### src/rtl/ctrl_reg_bank_pkg.sv
// ctrl_reg_bank shared types and constants.
// Write FSM encoding, counter width, synchronizer depth.
package ctrl_reg_pkg;

    typedef enum logic [1:0] {
        IDLE,
        ARM,
        WRITE,
        WAIT_REL
    } wr_state_t;

    localparam int WR_CNT_W   = 8;
    localparam int SYNC_DEPTH = 2;

endpackage

### src/rtl/ctrl_reg_bank_if.sv
// MCU parallel bus as seen by the register bank.
// The MCU side drives, the bank samples.
interface ctrl_reg_bank_if #(
    parameter int ADDR_W = 16,
    parameter int DATA_W = 16
);

    logic              CS;
    logic              WR_EN;
    logic [ADDR_W-1:0] ADDR;
    logic [DATA_W-1:0] DATA;

    modport master (
        output CS,
        output WR_EN,
        output ADDR,
        output DATA
    );

    modport slave (
        input CS,
        input WR_EN,
        input ADDR,
        input DATA
    );

endinterface

### src/rtl/ctrl_reg_bank_bus_sync.sv
// Multi-bit flop-chain synchronizer for the async MCU bus.
// Deliberately unreset so a held bus survives a reset pulse.
module bus_sync
    import ctrl_reg_pkg::*;
#(
    parameter int W = 1
) (
    input  logic         clk,
    input  logic [W-1:0] d,
    output logic [W-1:0] q
);

    logic [W-1:0] stg [SYNC_DEPTH];

    always_ff @(posedge clk) begin
        stg[0] <= d;
        for (int i = 1; i < SYNC_DEPTH; i++) begin
            stg[i] <= stg[i-1];
        end
    end

    assign q = stg[SYNC_DEPTH-1];

endmodule

### src/rtl/ctrl_reg_bank.sv
// Clocked control-register bank fed by the MCU parallel bus.
// Glitch-filtered capture, shadow/active commit, pulse regs, read-back.
module ctrl_reg_bank
    import ctrl_reg_pkg::*;
#(
    parameter int                   NUM_REGS    = 8,
    parameter int                   DATA_W      = 16,
    parameter int                   ADDR_W      = 16,
    parameter logic [ADDR_W-1:0]    BASE_ADDR   = 16'h0001,
    parameter logic [ADDR_W-1:0]    COMMIT_ADDR = BASE_ADDR + ADDR_W'(NUM_REGS),
    parameter logic [NUM_REGS-1:0]  PULSE_MASK  = '0,
    parameter logic [DATA_W-1:0]    RESET_VAL   = '0
) (
    input  logic                         CLK,
    input  logic                         RST,
    ctrl_reg_bank_if.slave               bus,
    output logic [NUM_REGS*DATA_W-1:0]   CTRL_DATA,
    output logic                         COMMIT_PULSE,
    output logic [DATA_W-1:0]            RD_DATA,
    output logic                         ADDR_ERR,
    output logic [WR_CNT_W-1:0]          WR_CNT
);

    localparam int SW    = 2 + ADDR_W + DATA_W;
    localparam int IDX_W = $clog2(NUM_REGS);

    localparam logic [ADDR_W-1:0] NREGS_A = ADDR_W'(NUM_REGS);

    localparam longint unsigned LAST_A =
        longint'(BASE_ADDR) + longint'(NUM_REGS);
    localparam longint unsigned MAX_A =
        (64'd1 << ADDR_W) - 64'd1;

    if (LAST_A > MAX_A) begin : g_bad_base
        $error("ctrl_reg_bank: BASE_ADDR+NUM_REGS overflows ADDR_W");
    end

    if (NUM_REGS < 2 || NUM_REGS > 32) begin : g_bad_num
        $error("ctrl_reg_bank: NUM_REGS must be 2..32");
    end

    logic [SW-1:0]     s_bus;
    logic              s_cs;
    logic              s_wr;
    logic [ADDR_W-1:0] s_addr;
    logic [DATA_W-1:0] s_data;

    bus_sync #(
        .W (SW)
    ) u_sync (
        .clk (CLK),
        .d   ({bus.CS, bus.WR_EN, bus.ADDR, bus.DATA}),
        .q   (s_bus)
    );

    assign {s_cs, s_wr, s_addr, s_data} = s_bus;

    logic w_cond;
    logic rd_cond;

    assign w_cond  = !s_cs && s_wr;
    assign rd_cond = !s_cs && !s_wr;

    wr_state_t         state;
    logic [ADDR_W-1:0] cap_addr;
    logic [DATA_W-1:0] cap_data;

    // Second sample must match the first or the write is a glitch.
    always_ff @(posedge CLK) begin
        if (RST) begin
            state    <= WAIT_REL;
            cap_addr <= '0;
            cap_data <= '0;
        end else begin
            unique case (state)
                IDLE: begin
                    if (w_cond) begin
                        state    <= ARM;
                        cap_addr <= s_addr;
                        cap_data <= s_data;
                    end
                end
                ARM: begin
                    if (w_cond && s_addr == cap_addr &&
                        s_data == cap_data) begin
                        state <= WRITE;
                    end else begin
                        state <= IDLE;
                    end
                end
                WRITE: begin
                    state <= WAIT_REL;
                end
                WAIT_REL: begin
                    if (!w_cond) begin
                        state <= IDLE;
                    end
                end
                default: begin
                    state <= IDLE;
                end
            endcase
        end
    end

    logic [ADDR_W-1:0] cap_off;
    logic [ADDR_W-1:0] s_off;
    logic              cap_hit;
    logic              s_hit;
    logic [IDX_W-1:0]  cap_idx;
    logic [IDX_W-1:0]  s_idx;

    assign cap_off = cap_addr - BASE_ADDR;
    assign s_off   = s_addr - BASE_ADDR;
    assign cap_hit = (cap_addr >= BASE_ADDR) && (cap_off < NREGS_A);
    assign s_hit   = (s_addr >= BASE_ADDR) && (s_off < NREGS_A);
    assign cap_idx = cap_off[IDX_W-1:0];
    assign s_idx   = s_off[IDX_W-1:0];

    logic [DATA_W-1:0] shadow [NUM_REGS];
    logic [DATA_W-1:0] active [NUM_REGS];

    always_ff @(posedge CLK) begin
        if (RST) begin
            for (int i = 0; i < NUM_REGS; i++) begin
                shadow[i] <= RESET_VAL;
                active[i] <= RESET_VAL;
            end
            COMMIT_PULSE <= 1'b0;
            RD_DATA      <= '0;
            ADDR_ERR     <= 1'b0;
            WR_CNT       <= '0;
        end else begin
            COMMIT_PULSE <= 1'b0;
            // Pulse registers fall back every cycle unless rewritten below.
            for (int i = 0; i < NUM_REGS; i++) begin
                if (PULSE_MASK[i]) begin
                    active[i] <= RESET_VAL;
                end
            end
            if (rd_cond) begin
                if (!s_hit) begin
                    RD_DATA <= '0;
                end else if (PULSE_MASK[s_idx]) begin
                    RD_DATA <= RESET_VAL;
                end else begin
                    RD_DATA <= shadow[s_idx];
                end
            end
            if (state == WRITE) begin
                WR_CNT <= WR_CNT + WR_CNT_W'(1);
                if (cap_hit) begin
                    if (PULSE_MASK[cap_idx]) begin
                        active[cap_idx] <= cap_data;
                    end else begin
                        shadow[cap_idx] <= cap_data;
                    end
                end else if (cap_addr == COMMIT_ADDR) begin
                    COMMIT_PULSE <= 1'b1;
                    for (int i = 0; i < NUM_REGS; i++) begin
                        if (!PULSE_MASK[i]) begin
                            active[i] <= shadow[i];
                        end
                    end
                end else begin
                    ADDR_ERR <= 1'b1;
                end
            end
        end
    end

    always_comb begin
        CTRL_DATA = '0;
        for (int i = 0; i < NUM_REGS; i++) begin
            CTRL_DATA[i*DATA_W +: DATA_W] = active[i];
        end
    end

endmodule

### src/flat_wrapper.sv
// flat-port wrapper written by rule: the top's interface ports become plain ports
module ctrl_reg_bank_flat import ctrl_reg_pkg::*;
#(
    parameter int                   NUM_REGS    = 8,
    parameter int                   DATA_W      = 16,
    parameter int                   ADDR_W      = 16,
    parameter logic [ADDR_W-1:0]    BASE_ADDR   = 16'h0001,
    parameter logic [ADDR_W-1:0]    COMMIT_ADDR = BASE_ADDR + ADDR_W'(NUM_REGS),
    parameter logic [NUM_REGS-1:0]  PULSE_MASK  = '0,
    parameter logic [DATA_W-1:0]    RESET_VAL   = '0
)
  (CLK, RST, CTRL_DATA, COMMIT_PULSE, RD_DATA, ADDR_ERR, WR_CNT, bus_CS, bus_WR_EN, bus_ADDR, bus_DATA);
  ctrl_reg_bank_if #(.ADDR_W(ADDR_W), .DATA_W(DATA_W)) bus_i ();
  input  logic CLK;
  input  logic RST;
  output logic [NUM_REGS*DATA_W-1:0] CTRL_DATA;
  output logic COMMIT_PULSE;
  output logic [DATA_W-1:0] RD_DATA;
  output logic ADDR_ERR;
  output logic [WR_CNT_W-1:0] WR_CNT;
  input wire logic [$bits(bus_i.CS)-1:0] bus_CS;
  input wire logic [$bits(bus_i.WR_EN)-1:0] bus_WR_EN;
  input wire logic [$bits(bus_i.ADDR)-1:0] bus_ADDR;
  input wire logic [$bits(bus_i.DATA)-1:0] bus_DATA;
  assign bus_i.CS = bus_CS;
  assign bus_i.WR_EN = bus_WR_EN;
  assign bus_i.ADDR = bus_ADDR;
  assign bus_i.DATA = bus_DATA;
  ctrl_reg_bank #(.NUM_REGS(NUM_REGS), .DATA_W(DATA_W), .ADDR_W(ADDR_W), .BASE_ADDR(BASE_ADDR), .COMMIT_ADDR(COMMIT_ADDR), .PULSE_MASK(PULSE_MASK), .RESET_VAL(RESET_VAL)) u_core (.CLK(CLK), .RST(RST), .bus(bus_i), .CTRL_DATA(CTRL_DATA), .COMMIT_PULSE(COMMIT_PULSE), .RD_DATA(RD_DATA), .ADDR_ERR(ADDR_ERR), .WR_CNT(WR_CNT));
endmodule
### config.mk
export PLATFORM = sky130hd
export DESIGN_NAME = ctrl_reg_bank_flat
export DESIGN_NICKNAME = d
export VERILOG_FILES = /design/src/rtl/ctrl_reg_bank_pkg.sv /design/src/rtl/ctrl_reg_bank_if.sv /design/src/rtl/ctrl_reg_bank_bus_sync.sv /design/src/rtl/ctrl_reg_bank.sv /design/src/flat_wrapper.sv
export SDC_FILE = /design/constraint.sdc
export NUM_CORES = 1
export LEC_CHECK = 0
export BUFFER_PORTS_ARGS = -buffer_cell sky130_fd_sc_hd__buf_4
export CORE_UTILIZATION = 32
export CTS_BUF_LIST = sky130_fd_sc_hd__clkbuf_8
export DETAILED_ROUTE_END_ITERATION = 8
export GPL_TIMING_DRIVEN = 1
export PLACE_DENSITY = 0.55
export SYNTH_ARGS = -nofsm -noshare
export SYNTH_HDL_FRONTEND = slang
export SYNTH_SLANG_ARGS = --single-unit
### constraint.sdc
create_clock -name CLK -period 16.9 [get_ports CLK]
set_input_delay 1.69 -clock CLK [delete_from_list [all_inputs] [get_ports CLK]]
set_output_delay 1.69 -clock CLK [all_outputs]
set_load 0.01 [all_outputs]
==> results.md <==
- Routability-driven placement finished with a final weighted congestion of 0.852.
- In this run the critical register-to-register path is launched from u_core.cap_addr[8].
- The number of hold buffers added after CTS is 0.
- The total clock buffers created by CTS is 68.
- The antenna cell count is 0.
- The final route contains 9064 vias.
- The worst register-to-register path has a setup slack of 12.63 ns.
- The simple-gate area share of the yosys netlist is 15.3%.
- The top cell types in the final layout, fill and taps aside, are edfxtp_1 (256), buf_4 (204), nor2_1 (149), dfxtp_1 (127), nand2_1 (123).
- The max-slew violation count was 0.
- Once placement finished, the instance area stood at 16600 um^2.
- OpenSTA, run right after detailed placement, puts the worst setup slack at 12.61 ns.
- The detail-routed via count per cell is 4.65.
- The sequential fraction of the synthesis area is 70.2%.
- Counting every net in the synthesized netlist gives 1128.
- The leakage component of the power is 6.68 nW.
- The clock sink total is 384.
- The number of antenna violations at the first check in global routing is 0.
- The worst path setup slack after routing is 12.63 ns.
- TritonCTS built the clock tree.
- The count of buffers added on input and output ports is 189.
- The floorplan step set the die width to 216 um.
- The post-route netlist has 25.2% of its cells at a drive strength greater than 1.
- The first global-routing pass estimated 56300 um of wire.
- At the pin with the least slew margin, the transition time is 1.11 ns.
- The worst setup path startpoint is u_core.cap_addr[8].
- The share of the synthesized netlist area taken by xor and xnor gates is 2.40%.
- The core footprint is 44600 um^2.
- The final critical path takes up 25.3% of the cycle.
- Post-CTS timing repair inserted 0 buffers for setup.
- The post-detailed-route wirelength per cell is 19.5 um.
- Once detail routing completed, the nets flagged for antenna violations numbered 0.
- The final worst hold slack is 0.315 ns.
- The fill cell instance count of the final layout is 4194.
- Of all nets on the critical path, the largest fanout is 66.
- The share of synthesized area spent on multiplexers is 6.10%.
- The worst register-to-register path ends at u_core.active[4][9].
- The die footprint is 46500 um^2.
- The element type at the critical path end is a register.
- The buffer levels on the longest clock path is 3.
- The type of the worst setup path is reg2reg.
- Of all flip-flops after synthesis, the portion carrying an async set or reset was 0%.
- For the worst setup path, the data required time is 17.13 ns.
- The worst hold path belongs to the class reg2reg.
- The post-route clock skew is 0.0359 ns.
- Based on the critical path, the design can be clocked at up to 0.234 GHz.
- The adder and majority gate portion of the synthesized area is 0.343%.
- For this run the aggregate overflow at the end of global routing stands at 0.
- The buffer cell driving the clock tree root is clkbuf_8.
- Data arrives at the worst endpoint at 4.51 ns.
- The number of design rule violations left after detail routing is 0.
- After floorplanning, the core was divided into 77 placement rows.
- The clock insertion delay at the later pin of the skew report is 0.63 ns.
- Clock-pin slew was measured on the worst setup and hold paths at 0.05 ns.
- The synthesized design contains 256 enable-type register cells.
- The setup violation total in the final timing report is 0.
- For this block, the initial DRC count from the detailed router was 624.
- The dominant register cell in the synthesized netlist is edfxtp_1.
- The end of the critical path is u_core.active[4][9].
- The number of cells on the worst reg-to-reg path is 7.
- The final net count is 1342.
- Summed over all failing endpoints, the final setup total negative slack is 0 ns.
- Pin placement for this block handled 190 I/O pins.
- The H-tree level count is 3.
- The total standard cell area after synthesis is 14600 um^2.
- Global routing used 16.3% of the available tracks across all layers.
- Counting distinct cell types in the post-synthesis netlist gives 51.
- The initial core utilization is 32.7%.
- For the finished layout, the period the worst path requires is 4.27 ns.
- The largest family of logic cells by synthesized area is simple AND/OR/NAND/NOR gates.
- The synthesis-to-finish area growth is 23.1%.
- Dividing total power by cell area gives a power density of 111 nW/um^2.
- After synthesis the netlist holds a flip-flop and latch count of 384.
- The synthesized netlist devotes 3.72% of its cell area to compound gates.
- The run finished with clean final reports.
- The area of the multi-input gates is 4090 um^2.
- The worst setup path is launched from a register.
- The final count of hold timing violations is 0.
- Setup repair after global routing left no endpoint under its margin.
- The number of synthesis warnings is 0.
- The half-perimeter wire length of the detailed placement result is 25900 um.
- The number of instances in the synthesized netlist is 1088.
- The maximum number of pins on one net before global-route repair is 98.
- The vertical die dimension is 216 um.
- The number of global-route vias before repair came to 9057.
- The worst pin sits at a relative slew slack of 25.8%.
- Once layout is complete, the utilization of the core stands at 40.3%.
- The first-pass iteration count of the detailed router is 5.
- The worst IR drop on VDD is 0.0751 mV.
- The register cell area after layout is 10300 um^2.
- The average size of a mapped cell is 13.4 um^2.
- After routing the design area is 18000 um^2.
- The most common library cell in the layout ignoring fill and taps is edfxtp_1.
- Max-cap violations in this run came to 0.
- The quantity of gates resized following cts is 0.
- The overall routed net length is 38000 um.
## Yosys cell counts (3+ instances only)
cell	count	area, um^2
nor4_1	7	43.8
nor2_1	149	559
or3_1	5	31.3
mux2i_1	17	170
nand3_1	3	15.0
nor3_1	6	30.0
xnor2_1	29	254
a21oi_1	36	180
edfxtp_1	256	7690
clkbuf_2	5	25.0
buf_6	4	45.0
mux4_2	32	721
xor2_1	11	96.3
inv_1	6	22.5
o21ai_0	22	110
nand4_1	17	106
and2_1	99	619
nor3b_1	3	22.5
ha_1	4	50.1
nand2_1	123	462
nor2b_1	35	219
clkbuf_1	48	180
a31o_2	8	70.1
dfxtp_1	128	2560
## state kept, by name, indices dropped and copies added, names as in the netlist, named ones only
name	flops
u_core.active	128
u_core.u_sync.stg	68
u_core.RD_DATA	16
u_core.COMMIT_PULSE	1
u_core.WR_CNT	8
u_core.ADDR_ERR	1
u_core.state	1
u_core.cap_addr	16
u_core.cap_data	16
u_core.shadow	128
## through the flow
stage / power (W) / instances
after floorplan: 0.00113 / 1088
after global placement: 0.00118 / 1824
after detailed placement: 0.00118 / 1824
after CTS: 0.00202 / 1950
after global routing: 0.00207 / 1950
final: 0.00199 / 1950
## per-layer routing
metal  share of wire, %  vias to the layer above  GRT usage [%]
met5                  0                        -              0
met4                3.1                        0           6.45
met1                 42                     4406           20.6
met2                 50                      313           27.2
li1                   -                     4277              -
met3                5.4                       68           3.52
## cell type report
cell class | count | area share [%]
Clock buffer | 76 | 5.82
Clock inverter | 50 | 1.58
Inverter | 6 | 0.125
Multi-Input combinational cell | 638 | 22.8
Sequential cell | 384 | 57.1
Tap cell | 592 | 4.12
Timing Repair Buffer | 204 | 8.52
## worst min-delay path by stage
stage | startpoint | endpoint | slack, ns | cells after the start
floorplan | u_core.u_sync.stg[0][0] | u_core.u_sync.stg[0][34] | 0.31 | 0
global placement | u_core.u_sync.stg[0][9] | u_core.u_sync.stg[0][43] | 0.31 | 0
finish | u_core.u_sync.stg[0][10] | u_core.u_sync.stg[0][44] | 0.32 | 0
global route | u_core.u_sync.stg[0][10] | u_core.u_sync.stg[0][44] | 0.33 | 0
detailed placement | u_core.u_sync.stg[0][29] | u_core.u_sync.stg[0][63] | 0.31 | 0
CTS | u_core.u_sync.stg[0][10] | u_core.u_sync.stg[0][44] | 0.32 | 0
## worst max-delay path: stages (launching register included)
cell and delay [ns]:
dfxtp_1 0.37, or4_4 0.58, o41a_1 0.44, a211o_1 0.34, and3_1 0.32, o31ai_4 0.27, buf_4 0.69, buf_4 0.78
## cells by family after synthesis
| logic type | count (synthesis) |
|---|---|
| xor+xnor | 40 |
| simple gates | 462 |
| mux | 49 |
| compound gates | 83 |
| buf+inv | 66 |
| flops | 384 |
| fa+ha+maj | 4 |
## where the power goes
part	switching [W]	internal, W
clock network	0.000381	0.000447
logic	0.0000586	0.0000480
registers	0.0000215	0.00103
total	0.000461	0.00153
Note: power is estimated with default switching activity, not from simulation.
